$ cat src/rtl/wb_stage.sv
// Write-back stage: drives the register file write port from the MEM/WB boundary.
// Optional forwarding export to execute is enabled by defining WB_FWD_EN.
module wb_stage #(
    parameter int XLEN   = 32,
    parameter int REG_AW = 5
) (
    input  logic              clk,
    input  logic              rst_n,
    input  logic              valid_m,
    input  logic              reg_write_m,
    input  logic [REG_AW-1:0] rd_m,
    input  logic [1:0]        result_src_m,
    input  logic [2:0]        funct3_m,
    input  logic [XLEN-1:0]   alu_result_m,
    input  logic [XLEN-1:0]   pc_plus4_m,
    input  logic [XLEN-1:0]   mem_rdata,
    input  logic              mem_rvalid,
    output logic              stall_wb,
    output logic              we,
    output logic [REG_AW-1:0] a3,
    output logic [XLEN-1:0]   wd3,
    output logic              misalign,
    output logic              retire,
    output logic              fwd_valid,
    output logic [REG_AW-1:0] fwd_rd,
    output logic [XLEN-1:0]   fwd_data
);

    typedef enum logic {
        IDLE,
        WAIT_LOAD
    } state_t;

    localparam logic [1:0] SRC_ALU  = 2'b00;
    localparam logic [1:0] SRC_LOAD = 2'b01;
    localparam logic [1:0] SRC_PC4  = 2'b10;

    state_t            state;
    state_t            state_nxt;

    logic [REG_AW-1:0] rd_q;
    logic [2:0]        f3_q;
    logic [1:0]        off_q;
    logic              latch_load;

    logic              we_nxt;
    logic [REG_AW-1:0] a3_nxt;
    logic [XLEN-1:0]   wd3_nxt;
    logic              mis_nxt;
    logic              ret_nxt;

    logic [7:0]        lane_b;
    logic [15:0]       lane_h;
    logic [XLEN-1:0]   load_ext;
    logic              load_mis;

    // Lane extraction works off the latched load attributes, not the live inputs.
    always_comb begin
        case (off_q)
            2'd0:    lane_b = mem_rdata[7:0];
            2'd1:    lane_b = mem_rdata[15:8];
            2'd2:    lane_b = mem_rdata[23:16];
            default: lane_b = mem_rdata[31:24];
        endcase
        lane_h = off_q[1] ? mem_rdata[31:16] : mem_rdata[15:0];

        case (f3_q[1:0])
            2'b00: load_ext = {{(XLEN-8){lane_b[7] & ~f3_q[2]}}, lane_b};
            2'b01: load_ext = {{(XLEN-16){lane_h[15] & ~f3_q[2]}}, lane_h};
            default: load_ext = mem_rdata;
        endcase

        case (f3_q[1:0])
            2'b01:   load_mis = off_q[0];
            2'b10:   load_mis = (off_q != 2'b00);
            default: load_mis = 1'b0;
        endcase
    end

    always_comb begin
        state_nxt  = state;
        latch_load = 1'b0;
        we_nxt     = 1'b0;
        a3_nxt     = '0;
        wd3_nxt    = '0;
        mis_nxt    = 1'b0;
        ret_nxt    = 1'b0;

        case (state)
            IDLE: begin
                if (valid_m) begin
                    if (result_src_m == SRC_LOAD && reg_write_m && rd_m != '0) begin
                        latch_load = 1'b1;
                        state_nxt  = WAIT_LOAD;
                    end else begin
                        ret_nxt = 1'b1;
                        a3_nxt  = rd_m;
                        case (result_src_m)
                            SRC_ALU: wd3_nxt = alu_result_m;
                            SRC_PC4: wd3_nxt = pc_plus4_m;
                            default: wd3_nxt = '0;
                        endcase
                        we_nxt = reg_write_m && (rd_m != '0) &&
                                 (result_src_m == SRC_ALU || result_src_m == SRC_PC4);
                    end
                end
            end
            WAIT_LOAD: begin
                if (mem_rvalid) begin
                    ret_nxt   = 1'b1;
                    a3_nxt    = rd_q;
                    mis_nxt   = load_mis;
                    we_nxt    = ~load_mis;
                    wd3_nxt   = load_mis ? '0 : load_ext;
                    state_nxt = IDLE;
                end
            end
            default: state_nxt = IDLE;
        endcase
    end

    always_ff @(posedge clk) begin
        if (!rst_n) begin
            state    <= IDLE;
            stall_wb <= 1'b0;
            we       <= 1'b0;
            a3       <= '0;
            wd3      <= '0;
            misalign <= 1'b0;
            retire   <= 1'b0;
            rd_q     <= '0;
            f3_q     <= '0;
            off_q    <= '0;
        end else begin
            state    <= state_nxt;
            stall_wb <= (state_nxt == WAIT_LOAD);
            we       <= we_nxt;
            a3       <= a3_nxt;
            wd3      <= wd3_nxt;
            misalign <= mis_nxt;
            retire   <= ret_nxt;
            if (latch_load) begin
                rd_q  <= rd_m;
                f3_q  <= funct3_m;
                off_q <= alu_result_m[1:0];
            end
        end
    end

`ifdef WB_FWD_EN
    // While a load is pending, fwd_rd carries its rd with fwd_valid low so execute can stall.
    always_ff @(posedge clk) begin
        if (!rst_n) begin
            fwd_valid <= 1'b0;
            fwd_rd    <= '0;
            fwd_data  <= '0;
        end else begin
            fwd_valid <= we_nxt;
            fwd_data  <= wd3_nxt;
            if (latch_load)
                fwd_rd <= rd_m;
            else if (state_nxt == WAIT_LOAD)
                fwd_rd <= rd_q;
            else
                fwd_rd <= a3_nxt;
        end
    end
`else
    assign fwd_valid = 1'b0;
    assign fwd_rd    = '0;
    assign fwd_data  = '0;
`endif

endmodule

$ cat config.mk
export PLATFORM = sky130hd
export DESIGN_NAME = wb_stage
export DESIGN_NICKNAME = d
export VERILOG_FILES = /design/src/rtl/wb_stage.sv
export SDC_FILE = /design/constraint.sdc
export NUM_CORES = 1
export LEC_CHECK = 0
export CORE_MARGIN = 3
export CORE_UTILIZATION = 30
export DETAILED_ROUTE_END_ITERATION = 8
export GPL_ROUTABILITY_DRIVEN = 0
export PLACE_DENSITY = 0.68
export SLEW_MARGIN = 20
export SYNTH_ARGS = -nofsm -noshare
export SYNTH_HDL_FRONTEND = slang
export SYNTH_SLANG_ARGS = --single-unit
$ cat constraint.sdc
create_clock -name clk -period 2.1 [get_ports clk]
set_input_delay 0.63 -clock clk [delete_from_list [all_inputs] [get_ports clk]]
set_output_delay 0.63 -clock clk [all_outputs]
set_load 0.01 [all_outputs]
## Word-level counts from Yosys, hierarchy flattened

Cells that the tools add are included.

| word-level totals | value |
|---|---|
| logic and storage cells | 58 |
| input port bits | 111 |
| output and inout bits | 79 |
| bits in registers | 51 |

| operators by class | value |
|---|---|
| equal/unequal tests | 6 |
| bitwise operators | 5 |
| multiplexer cells | 27 |
| reductions and logical operators | 11 |

Operators with widths:

| operator | count |
|---|---|
| 32-bit one-hot mux with 2 select lines | 3 |
| 32-bit 2-to-1 mux | 4 |
| 8-bit one-hot mux with 3 select lines | 1 |
| 16-bit 2-to-1 mux | 1 |
| 5-bit 2-to-1 mux | 3 |
| 1-bit 2-to-1 mux | 10 |
| 5-bit one-hot mux with 2 select lines | 1 |
| 1-bit one-hot mux with 2 select lines | 4 |
| 2-bit by 1-bit equality test with 1-bit output (second input constant) | 3 |
| 2-bit equality test (second input constant) | 3 |
| 2-bit zero test | 3 |
| 5-bit nonzero test | 1 |
| 1-bit logical AND | 4 |
| 1-bit inverter | 3 |
| 3-bit AND reduction | 1 |
| 1-bit AND | 2 |
| 2-bit nonzero test | 1 |
| 1-bit logical OR | 1 |

## Logic depth before layout (Yosys ltp)

Gate-level depths: netlist (run 1).

| depth | value |
|---|---|
| depth after elaboration | 7 |
| depth in mapped cells | 8 |
| gate-level depth less buffers | 6 |

## Least setup slack after synthesis (run 1)

OpenSTA, ideal clock, no wires.

| path | value |
|---|---|
| path type | input to register |
| start point | in rd_m[1] |
| end point | reg f3_q[0] |
| required time | 1,984 ps |
| library setup time | 116 ps |
| stages | 5 |
| path buffers | 1 |
| arrival | 1,794 ps |
| path slack | 190 ps |
| cells stage by stage | or4_1 -> o211ai_2 -> buf_4 -> mux2i_1 -> nor2b_1 |

| between the ends | value |
|---|---|
| cells in the longest elaborated chain, start to end | 5 |

Ends and longest elaborated chain:

| item | RTL line | source |
|---|---|---|
| from (decl) | 11 | `input logic [REG_AW-1:0] rd_m,` |
| 5-bit nonzero test | 92 | `if (result_src_m == SRC_LOAD && reg_write_m && rd_m != '0) begin` |
| 1-bit logical AND | 92 |  |
| 1-bit 2-to-1 mux | 92 |  |
| 1-bit 2-to-1 mux | 91 | `if (valid_m) begin` |
| 1-bit 2-to-1 mux | 89 | `case (state)` |
| to (signal assigned) | 144 | `f3_q <= funct3_m;` |
| to (decl) | 42 | `logic [2:0] f3_q;` |

No other way between the ends.
A chain may end at the register's enable or synchronous reset.

## Worst setup path after layout (run 1)

| path | value |
|---|---|
| start point | in rd_m[1] |
| end point | reg rd_q[1] |

| between the ends | value |
|---|---|
| cells in the longest elaborated chain, start to end | 5 |

Ends and longest elaborated chain:

| item | RTL line | source |
|---|---|---|
| 5-bit nonzero test | 92 |  |
| 1-bit logical AND | 92 |  |
| 1-bit 2-to-1 mux | 92 |  |
| 1-bit 2-to-1 mux | 91 |  |
| 1-bit 2-to-1 mux | 89 |  |
| to (signal assigned) | 143 | `rd_q <= rd_m;` |
| to (decl) | 41 | `logic [REG_AW-1:0] rd_q;` |

Parallel ways exist; a longest one is shown, timed or not.

==> impl_metrics.csv, run 1 <==
group,metric,value,unit
power_and_ir_drop,power.leakage,0.00193,µW
global_route,grt_pass1_wl,14.2,mm
critical_path,cp.required,2310,ps
timing,whs,482,ps
logic_synthesis,netlist_area,0.00297,mm²
logic_synthesis,synth_top_area_frac,0.343,
logic_synthesis,async_flop_share,0,
place,place_ws,-275,ps
timing,worst_pin_slew,658,ps
status,status,"completed",
timing,skew,9.22,ps
logic_synthesis,synth_most_common_cell,"dfxtp_1",
global_route,grt_pass1_vias,2631,
cells_and_area,layout.nets,586,
timing,timing.final.hold_violations,0,
critical_path,crit_slowest_cell,"or4_1",
logic_synthesis,ys_dominant_reg_cell,"dfxtp_1",
logic_synthesis,synth_top_area_cell,"dfxtp_1",
route,routed_via_density,4.60,
floorplan,die_width,106,µm
timing,fin_crit_sh,0.973,
timing,finalSetupViolations,0,
route,wl,9.40,mm
power_and_ir_drop,irDropWorstVdd,0.266,mV
worst_hold_path,min_path_type,"reg -> reg",
power_and_ir_drop,powerDensity,490,mW/mm²
timing,fmax,0.489,GHz
logic_synthesis,avgSynthCellArea,9.38,µm²
critical_path,crit_path_start_kind,"input port",
global_route,track_usage,0.159,
global_route,antenna_found_initial,0,
critical_path,path_class,"in -> reg",
floorplan,row_count,35,
critical_path,crit_path_max_incr_delay,560,ps
route,drtIter0Drc,86,
timing,rsz0062_at_grt,"true",
cells_and_area,diodes,0,
route,drt_first_pass_iters,4,
critical_path,crit_path_end_kind,"flop",
clock_tree,clock_path_buffers,2,
cells_and_area,final_core_util,0.499,
place,numPortBuffers,151,
timing,fin_crit,2040,ps
clock_tree,insertion_delay,310,ps
cells_and_area,final_cells,602,
clock_tree,cts_hold_buf,0,
timing,fin_ws,56.7,ps
cells_and_area,multi_input_area,0.00168,mm²
logic_synthesis,synth_commonest_cells,"51 x dfxtp_1, 49 x mux2i_1, 39 x buf_4",
logic_synthesis,synth_seq_cells,51,
cells_and_area,register_area,0.00102,mm²
worst_hold_path,hold_depth,2,
route,drcViolationCount,0,
critical_path,crit_chain,"clkdlybuf4s50_1 > or4_1 > o211ai_2 > buf_4 > mux2i_1 > nor2b_1",
place,place_hpwl,7.53,mm
logic_synthesis,synth-edff-count,0,
route,via_count,2767,
logic_synthesis,synthCells,317,
floorplan,die-area,0.0111,mm²
floorplan,coreArea,0.00942,mm²
timing,relSlewSlack,0.561,
logic_synthesis,ys_top_cells_by_area,"dfxtp_1 34%, mux2i_1 16%, buf_4 9.8%, o22ai_1 5.3%, a21oi_1 3.9%",
floorplan,dieHeight,106,µm
floorplan,ios,190,
cells_and_area,drive_above_1_share,0.110,
route,final_antenna_net_count,0,
global_route,grt_max_degree,34,
critical_path,critical_path_arrival,2250,ps
clock_tree,clk_pin_slew,90,ps
global_route,gr-total-overflow,0,
clock_tree,cts.sinks,51,
clock_tree,h-tree-depth,2,
critical_path,r2r_cells,7,
cells_and_area,fill_cells,880,
route,wl_per_cell,15.6,µm
logic_synthesis,ys_warn_count,0,
timing,maxSlewViolCount,0,
cells_and_area,area_growth,57.9,%
logic_synthesis,synth_seq_area_share,0.343,
clock_tree,cts_buffers,5,
job,drv_cap,0,
timing,tns,0,ps
clock_tree,cts_tree,"built",
floorplan,initial_core_util,0.316,
logic_synthesis,ys_types,41,
critical_path,path_max_fanout,4,
clock_tree,clk_root_buffer_cell,"clkbuf_8",
place,placed_cells,594,
## path summary, 6_finish.rpt
path,from,to,slack [ps]
worst max-delay path,rd_m[1],rd_q[1],60
worst min-delay path,rd_q[0],rd_q[0],480
worst max register to register,f3_q[0],wd3[28],200
worst min register to register,rd_q[0],rd_q[0],480
## stage by stage
stage          cell area (µm²)  total power [µW]
4_1_cts                   4680              2320
6_report                  4690              2300
3_5_place_dp              4560              1610
2_1_floorplan             3110              1320
5_1_grt                   4690              2400
3_3_place_gp              4560              1610
## timing repair
action	4_1_cts	5_1_grt
buffers inserted	0	0
setup endpoints to repair	0	8
resized for setup	0	2
## report_power, final
group / leakage, µW / internal, µW / total, µW / switching [µW]
logic: 0.00145 / 348 / 582 / 234
registers: 0.000415 / 998 / 1010 / 11.3
clock network: 0.0000612 / 386 / 711 / 325
total: 0.00193 / 1730 / 2300 / 570
## routing by layer
layer,global-route usage,share of wire
met3,0.0447,0.081
met2,0.271,0.48
met1,0.199,0.43
met5,0,0
met4,0.0370,0.012
## cells in the final DEF (no fill, tap or decap), drive strengths merged, types with 3 or more instances in the layout
| master | count |
|---|---|
| a211oi | 7 |
| a21boi | 3 |
| a21oi | 23 |
| a22o | 5 |
| buf | 24 |
| clkbuf | 6 |
| clkdlybuf4s50 | 150 |
| conb | 38 |
| dfxtp | 51 |
| ha | 3 |
| inv | 3 |
| mux2 | 8 |
| mux2i | 49 |
| nand2 | 8 |
| nand2b | 3 |
| nor2 | 10 |
| nor2b | 17 |
| o21a | 7 |
| o22ai | 25 |
| o32ai | 7 |
| or2 | 4 |
## cell families (layout without fill, tap and decap cells)
logic type | after synthesis | count (layout) | synth area share
and+or+nand+nor | 52 | 52 | 0.0981
other | 1 | 38 | 0.00126
muxes | 58 | 58 | 0.203
buffers and inverters | 66 | 185 | 0.144
adders and majority gates | 3 | 3 | 0.0126
AOI/OAI and AO/OA | 86 | 86 | 0.198
DFF | 51 | 51 | 0.343
## layout make-up
class,instances,area share
inverter,3,0.00240
sequential,51,0.217
multi-input combinational,237,0.357
clock buffer,6,0.0176
timing repair buffer,174,0.364
clock inverter,2,0.00746
tap,129,0.0344
## flip-flops by register name (all words and copies together), names as in the netlist
name	count
wd3	32
off_q	2
misalign	1
f3_q	3
rd_q	5
we	1
retire	1
state	1
a3	5
## critical path, delay by kind of cell
family                 cells  cell delay [ps]
buffers and inverters      2              610
and+or+nand+nor            2              620
AOI/OAI and AO/OA          1              200
muxes                      1              190
(Power assumes the default switching activity.)
==> run 2, diff against run 1 <==
SKIP_LAST_GASP = 1   (was not set)
==> results of run 2 <==
The final DEF is identical to that of run 1; final timing and power are the same.
